===== config.mk =====
export PLATFORM = sky130hd
export DESIGN_NAME = mul_div_row_seq
export DESIGN_NICKNAME = d
export VERILOG_FILES = /design/src/rtl/mul_div_row_seq_pkg.sv /design/src/rtl/mul_div_row_seq.sv
export SDC_FILE = /design/constraint.sdc
export NUM_CORES = 1
export LEC_CHECK = 0
export ABC_AREA = 1
export ABC_CLOCK_PERIOD_IN_PS = 3250
export CAP_MARGIN = 20
export CORE_ASPECT_RATIO = 1.4
export CORE_MARGIN = 2
export CORE_UTILIZATION = 40
export CTS_CLUSTER_SIZE = 20
export DETAILED_ROUTE_END_ITERATION = 10
export GPL_TIMING_DRIVEN = 0
export PLACE_DENSITY = 0.77
export SLEW_MARGIN = 10
export SYNTH_ARGS = -nofsm -noshare
export SYNTH_HDL_FRONTEND = slang
export SYNTH_SLANG_ARGS = --single-unit

===== constraint.sdc =====
create_clock -name CLK -period 3.25 [get_ports CLK]
set_input_delay 0.975 -clock CLK [delete_from_list [all_inputs] [get_ports CLK]]
set_output_delay 0.975 -clock CLK [all_outputs]
set_load 0.05 [all_outputs]

===== src/rtl/mul_div_row_seq_pkg.sv =====
// Shared definitions for the row-reusing multiply/divide sequencer and its row.
package mul_div_row_seq_pkg;

    // Operand width used when a parent does not override WIDTH.
    localparam int DEFAULT_WIDTH = 4;

    // Operation select as carried on MUL_BAR.
    localparam logic OP_MUL = 1'b0;
    localparam logic OP_DIV = 1'b1;

    // Operation state machine.
    typedef enum logic [2:0] {
        ST_IDLE,
        ST_LOAD,
        ST_RUN,
        ST_FIX,
        ST_DONE
    } state_t;

endpackage


===== src/rtl/mul_div_row_seq.sv =====
// Iterative sequencer that reuses one external add/subtract row for WIDTH
// cycles: unsigned shift-add multiply, or unsigned non-restoring divide with
// a single fixed restore cycle so both latencies are constant.
module mul_div_row_seq
    import mul_div_row_seq_pkg::*;
#(
    parameter int WIDTH = DEFAULT_WIDTH
) (
    input  logic             CLK,
    input  logic             RST,
    input  logic             START,
    input  logic             MUL_BAR,
    input  logic [WIDTH-1:0] X_IN,
    input  logic [WIDTH-1:0] Y_IN,
    output logic             BUSY,
    output logic             DONE,
    output logic             DIV_ZERO,
    output logic [WIDTH-1:0] RESULT_HI,
    output logic [WIDTH-1:0] RESULT_LO,
    output logic [WIDTH-1:0] ROW_X,
    output logic             ROW_Y,
    output logic             ROW_P,
    output logic             ROW_MUL_BAR,
    output logic [WIDTH:0]   ROW_IN_PREV,
    input  logic [WIDTH:0]   ROW_SUM
);

    localparam int                CNT_W    = (WIDTH > 1) ? $clog2(WIDTH) : 1;
    localparam logic [CNT_W-1:0]  CNT_LAST = CNT_W'(WIDTH - 1);

    state_t           state, state_next;

    // Operands captured when START is accepted.
    logic [WIDTH-1:0] x_reg, y_reg;
    logic             mul_bar_reg;
    logic             capture;

    // Working registers: accumulator (one guard/sign bit), quotient/multiplier
    // shift register, previous quotient bit (selects next add/subtract), count.
    logic [WIDTH:0]   acc, acc_next;
    logic [WIDTH-1:0] q, q_next;
    logic             pq, pq_next;
    logic [CNT_W-1:0] cnt, cnt_next;

    // Registered results and divide-by-zero flag.
    logic [WIDTH-1:0] res_hi, res_hi_next;
    logic [WIDTH-1:0] res_lo, res_lo_next;
    logic             div_zero, div_zero_next;

    // Non-restoring quotient bit: 1 when the new partial remainder is non-negative.
    logic             q_bit;
    assign q_bit = ~ROW_SUM[WIDTH];

    // State, working and result registers with synchronous reset.
    always_ff @(posedge CLK) begin
        // NOTE: every register here is assigned with <= so all of them update
        // from the same pre-edge values; a blocking = would let later
        // statements see already-updated values and change the hardware.
        if (RST) begin
            state       <= ST_IDLE;
            x_reg       <= '0;
            y_reg       <= '0;
            mul_bar_reg <= 1'b0;
            acc         <= '0;
            q           <= '0;
            pq          <= 1'b0;
            cnt         <= '0;
            res_hi      <= '0;
            res_lo      <= '0;
            div_zero    <= 1'b0;
        end else begin
            state    <= state_next;
            acc      <= acc_next;
            q        <= q_next;
            pq       <= pq_next;
            cnt      <= cnt_next;
            res_hi   <= res_hi_next;
            res_lo   <= res_lo_next;
            div_zero <= div_zero_next;
            if (capture) begin
                x_reg       <= X_IN;
                y_reg       <= Y_IN;
                mul_bar_reg <= MUL_BAR;
            end
        end
    end

    // Next-state, working-register update and result capture.
    always_comb begin
        // NOTE: every variable gets a default before the case so no path
        // leaves one unassigned, which would otherwise infer a latch.
        state_next    = state;
        acc_next      = acc;
        q_next        = q;
        pq_next       = pq;
        cnt_next      = cnt;
        res_hi_next   = res_hi;
        res_lo_next   = res_lo;
        div_zero_next = div_zero;
        capture       = 1'b0;

        case (state)
            ST_IDLE: begin
                if (START) begin
                    capture       = 1'b1;
                    div_zero_next = 1'b0;
                    state_next    = ST_LOAD;
                end
            end

            ST_LOAD: begin
                acc_next = '0;
                q_next   = y_reg;
                cnt_next = '0;
                pq_next  = 1'b1;
                if (mul_bar_reg == OP_DIV && x_reg == '0) begin
                    div_zero_next = 1'b1;
                    res_hi_next   = y_reg;
                    res_lo_next   = '1;
                    state_next    = ST_DONE;
                end else begin
                    state_next = ST_RUN;
                end
            end

            ST_RUN: begin
                if (mul_bar_reg == OP_MUL) begin
                    // {ACC, Q} <= {ROW_SUM, Q} >> 1
                    acc_next = {1'b0, ROW_SUM[WIDTH:1]};
                    q_next   = {ROW_SUM[0], q[WIDTH-1:1]};
                end else begin
                    acc_next = ROW_SUM;
                    q_next   = {q[WIDTH-2:0], q_bit};
                    pq_next  = q_bit;
                end
                cnt_next = cnt + 1'b1;
                if (cnt == CNT_LAST) begin
                    if (mul_bar_reg == OP_MUL) begin
                        res_hi_next = acc_next[WIDTH-1:0];
                        res_lo_next = q_next;
                        state_next  = ST_DONE;
                    end else begin
                        state_next = ST_FIX;
                    end
                end
            end

            ST_FIX: begin
                // Row adds X back only when the remainder went negative.
                acc_next    = ROW_SUM;
                res_hi_next = ROW_SUM[WIDTH-1:0];
                res_lo_next = q;
                state_next  = ST_DONE;
            end

            ST_DONE: begin
                state_next = ST_IDLE;
            end

            default: begin
                state_next = ST_IDLE;
            end
        endcase
    end

    // Row controls: only RUN and FIX present a live operation to the row.
    always_comb begin
        ROW_Y       = 1'b0;
        ROW_P       = 1'b0;
        ROW_IN_PREV = '0;
        case (state)
            ST_RUN: begin
                if (mul_bar_reg == OP_MUL) begin
                    ROW_Y       = q[0];
                    ROW_IN_PREV = acc;
                end else begin
                    ROW_Y       = 1'b1;
                    ROW_P       = pq;
                    ROW_IN_PREV = {acc[WIDTH-1:0], q[WIDTH-1]};
                end
            end
            ST_FIX: begin
                ROW_Y       = acc[WIDTH];
                ROW_IN_PREV = acc;
            end
            default: ;
        endcase
    end

    assign BUSY        = (state == ST_LOAD) || (state == ST_RUN) || (state == ST_FIX);
    assign DONE        = (state == ST_DONE);
    assign DIV_ZERO    = div_zero;
    assign RESULT_HI   = res_hi;
    assign RESULT_LO   = res_lo;
    assign ROW_X       = x_reg;
    assign ROW_MUL_BAR = mul_bar_reg;

endmodule


; Word level (Yosys, flattened, before mapping)
; Index checks and enable logic that the tools add are counted.
; Widths: inputs -> output; s select.
[classes]
eq_ne = 10
reduce_logical = 12
n_mux = 31
bitwise_logic = 1
add_sub_neg = 1
[op_table]
columns = cell, n
row1 = $mux 4, 7
row2 = $pmux 4 s3, 2
row3 = $pmux 5 s3, 1
row4 = $mux 3, 4
row5 = $pmux 3 s4, 1
row6 = $mux 5, 2
row7 = $ne 2x2->1 const B, 5
row8 = $pmux 5 s2, 1
row9 = $mux 1, 8
row10 = $pmux 4 s2, 1
row11 = $eq 3x2->1 const B, 2
row12 = $pmux 1 s2, 3
row13 = $logic_not 4->1, 1
row14 = $pmux 2 s2, 1
row15 = $reduce_and 2->1, 2
row16 = $reduce_and 4->1, 1
row17 = $reduce_bool 2->1, 2
row18 = $eq 3x1->1 const B, 1
row19 = $eq 3x3->1 const B, 1
row20 = $logic_not 3->1, 1
row21 = $reduce_and 3->1, 1
row22 = $reduce_bool 3->1, 1
row23 = $add 2x1->2 const B, 1
row24 = $eq 2x2->1 const B, 1
row25 = 3 further kinds, 4
[word_totals]
reg_bits = 33
output_inout_bits = 23
elab_cells = 66
input_bits = 17

; Longest topological paths before layout
[depth]
word_depth = 5
mapped_depth = 10
mapped_depth_nobuf = 9

; Worst setup path after synthesis
; OpenSTA, ideal clock, no wires.
[synth_path]
path_kind = reg-to-output
from = reg state[2]
to = out ROW_Y
setup_slack_ps = 230
stages_incl_launch_ff = 6
t_arrival_ps = 2045
cell_sequence = dfxtp_1 inv_2 nand2_2 nor2_1 inv_1 o21ai_0
[synth_via]
elab_chain_len = 2
elab_cells_between_ends = 3
cone_classes = eq/ne (2) / mux (1)
[synth_rtl]
columns = element, line
row1 = from (decl), mul_div_row_seq.sv:31  ; state_t state, state_next;
row2 = from (signal assigned), mul_div_row_seq.sv:72  ; state <= state_next;
row3 = $eq 3x2->1, mul_div_row_seq.sv:171  ; case (state)
row4 = $pmux 1 s2 *, mul_div_row_seq.sv:171
row5 = to (decl), mul_div_row_seq.sv:21  ; output logic ROW_Y,
; Mark *: on every way between the ends. The rest lies on a longest branch, timed or not.

; Worst setup path after layout
[layout_path]
from = reg state[0]
to = out BUSY
[layout_via]
elab_chain_len = 3
elab_cells_between_ends = 5
cone_classes = eq/ne (3) / reduce/logical (2)
[layout_rtl]
columns = element, line
row1 = $eq 3x1->1 / $eq 3x2->1 (equally long branches), mul_div_row_seq.sv:190  ; assign BUSY = (state == ST_LOAD) || (state == ST_RUN) || (state == ST_FIX);
row2 = $logic_or 1x1->1, mul_div_row_seq.sv:190
row3 = $logic_or 1x1->1 *, mul_div_row_seq.sv:190
row4 = to (decl), mul_div_row_seq.sv:15  ; output logic BUSY,
; Marked as above.

==> out/results.md <==
| Parameter | This run |
|:---|:---|
| Result of the run | finished clean |
| RSZ-0062 raised after global routing | false |
| Type of the worst setup path | register to primary output |
| Top reg by flops | acc |
| Worst Skew | 6.01 ps |
| Mean area per synthesized cell | 6.80 µm² |
| Total number of placement rows | 28 |
| Clock tree root buffer cell | sky130_fd_sc_hd__clkbuf_8 |
| IO buf count | 38 |
| H-tree level count | 2 |
| Setup fix buffers added after clock tree synthesis | 0 |
| Syn_nets | 268 |
| Largest incremental delay on the critical path | 840 ps |
| Filler cell count in the final layout | 409 |
| Wire length per cell | 12.5 µm |
| Total of cells resized after clock tree synthesis | 6 |
| Number of top-level pins | 40 |
| Overall fraction of global-route tracks in use | 20.0% |
| Cell Pwr Density | 1010 nW/µm² |
| Growth of design area from synthesis to finish | 30.9% |
| Number of register bits inferred by synthesis | 33 |
| Endpoint type of the worst setup path | primary output |
| Number of endpoints failing setup at the final stage | 0 |
| Number of cells on the worst reg-to-reg path | 7 |
| Antenna diode count | 0 |
| Yosys cell types | 24 |
| Die X | 59.1 µm |
| CP most frequent cell | sky130_fd_sc_hd__nand2_4 |
| CP cell instances | inv_2 > nand2_4 > nand2_4 > inv_1 > clkdlybuf4s50_1 |
| Total detailed-routing wirelength | 4270 µm |
| Slowest CP cell | sky130_fd_sc_hd__clkdlybuf4s50_1 |
| CTS Buf Count | 5 |
| Detailed-routed wire length on met3 | 167 µm |
| First-pass GRT wire length | 7220 µm |
| Clock transition at the registers of the reported paths | 70 ps |
| Initial DRT Pass Iterations | 6 |
| DRT met1 WL | 1710 µm |
| Routed met2 length | 2240 µm |
| Drt drc | 0 |
| Max rail drop VDD | 0.448 mV |
| CTS tree | yes |
| Largest net degree at the start of global routing | 11 |
| Post-Route Setup TNS | 0 ps |
| Worst EP arrival | 2140 ps |
| DP HPWL | 3140 µm |
| Largest buffer count on any clock path | 2 |
| Number of max-capacitance violations reported | 0 |
| Number of placed instances with taps included | 333 |
| Clock period minus worst slack | 3120 ps |
| Core region area | 4170 µm² |
| Achievable clock frequency | 321 MHz |
| Part of the cycle the worst path needs | 96.0% |
| Data required time at the worst endpoint | 2270 ps |
| Violation count after the first detailed-routing iteration | 76 |
| Clock Sink Count | 33 |
| Vias after detailed routing | 1713 |
| Antenna-violating nets left | 0 |
| Final max-slew violation count | 0 |
| GRT Residual Overflow | 0 |
| Final GP Congestion | 0.876 |
| Full die area | 4800 µm² |
| Worst slew margin relative to its limit | 66.5% |
| Actual transition at the worst max-transition pin | 501 ps |
| Netlist area before placement | 1700 µm² |
| Cell accounting for the most synthesized area | sky130_fd_sc_hd__dfxtp_1 |
| Skew-Pair Late Insertion Delay | 280 ps |
| Standard cell area after detailed placement | 2140 µm² |
| Initial antenna violation count | 0 |
| Number of hold-repair buffers added at the cts stage | 0 |
| Gate count of the mapped netlist | 250 |
| Flip-flop count of the largest register after layout | 5 |
| Total Nets Final | 313 |
| Number of cells traversed by the worst hold path | 1 |
| Uppermost layer routed | met4 |
| Die height | 81.1 µm |
| Yosys top cell area share | 38.9% |
| Critical path startpoint category | register |
| Final hold viol count | 0 |
| Worst min-delay path category | register to register |
| Pleak | 0.995 nW |
| Top fanout value on the critical path | 7 |
| Via count of the first global-routing pass | 1661 |
| Effective utilization at floorplan | 40.8% |
| Ys Warns | 0 |
| Largest cells by area after synthesis | sky130_fd_sc_hd__dfxtp_1 39%, sky130_fd_sc_hd__nand2_1 15%, sky130_fd_sc_hd__inv_1 7.7% |
| Non-filler cells in the finished layout | 341 |
| Fraction of the yosys area taken by sequential cells | 38.9% |
| Detail-routed via count per cell | 5.02 |
| Layout cell share with drive strength beyond 1 | 10.8% |
| Post-route design area | 2230 µm² |
-- logic make-up (layout without fill, tap and decap cells) --
family                   count (synthesis)  after routing  synth area share, %
flip-flops                              33             33                 38.9
buffers and inverters                   45             91                 11.6
AND/OR/NAND/NOR                        122            122                 32.4
AO/OA/AOI/OAI                           49             49                 16.4
adder cells (fa/ha/maj)                  1              1                0.736
-- power by group --
| group | switching [mW] | internal [mW] | total, mW |
|---|---|---|---|
| clock network | 0.152 | 0.250 | 0.402 |
| logic | 0.836 | 0.399 | 1.24 |
| registers | 0.0893 | 0.531 | 0.620 |
| total | 1.08 | 1.18 | 2.26 |
-- cells in the final DEF (no fill, tap or decap), drive strengths merged --
| cell type | instances |
|---|---|
| buf | 5 |
| dfxtp | 33 |
| a31oi | 3 |
| o21ai | 12 |
| bufinv | 1 |
| ha | 1 |
| nand2 | 76 |
| dlymetal6s2s | 1 |
| o211ai | 5 |
| a21oi | 24 |
| nand3 | 16 |
| nor2 | 27 |
| clkdlybuf4s50 | 31 |
| clkbuf | 16 |
| nor3 | 1 |
| inv | 37 |
| nand4 | 2 |
| o22ai | 5 |
-- path summary, 6_finish.rpt --
path,from,end,slack [ps]
hold / removal,cnt[0],cnt[0],460
hold reg to reg,cnt[0],cnt[0],460
setup / recovery,state[0],BUSY,130
setup reg to reg,ROW_MUL_BAR,RESULT_LO[0],1680
-- critical path, delay by kind of cell, from the launching register on --
kind | cells | cell delay [ps]
and+or+nand+nor | 2 | 190
buffers and inverters | 3 | 1140
DFF | 1 | 530
-- layer usage --
| layer | track usage, % | up-vias |
|---|---|---|
| li1 | - | 890 |
| met5 | 0 | - |
| met4 | 10.2 | 0 |
| met1 | 21.3 | 759 |
| met3 | 4.62 | 15 |
| met2 | 36.0 | 49 |
-- Yosys cell counts, drive strengths merged --
cell / n
a21oi: 24
a31oi: 3
buf: 5
clkbuf: 3
dfxtp: 33
ha: 1
inv: 37
nand2: 76
nand3: 16
nand4: 2
nor2: 27
nor3: 1
o211ai: 5
o21ai: 12
o22ai: 5
-- through the flow --
stage / hold slack, ps / total power, mW / worst slack [ps] / util [%]
2_1_floorplan: 429 / 1.52 / 230 / -
3_3_place_gp: 452 / 1.84 / 112 / 51.3
3_5_place_dp: 455 / 1.85 / 80.3 / 51.3
4_1_cts: 463 / 2.27 / 28.5 / 53.9
5_1_grt: 483 / 2.42 / 80.0 / 53.4
6_report: 462 / 2.26 / 131 / 53.4
-- cell type report --
| cell class | count | area, µm² | share of cell area (%) |
|---|---|---|---|
| Buffer | 8 | 57.6 | 2.59 |
| Clock buffer | 7 | 86.3 | 3.88 |
| Clock inverter | 1 | 30.0 | 1.35 |
| Inverter | 37 | 139 | 6.24 |
| Multi-Input combinational cell | 172 | 843 | 37.9 |
| Sequential cell | 33 | 661 | 29.7 |
| Tap cell | 45 | 56.3 | 2.53 |
| Timing Repair Buffer | 38 | 353 | 15.9 |
(Power assumes the default switching activity.)
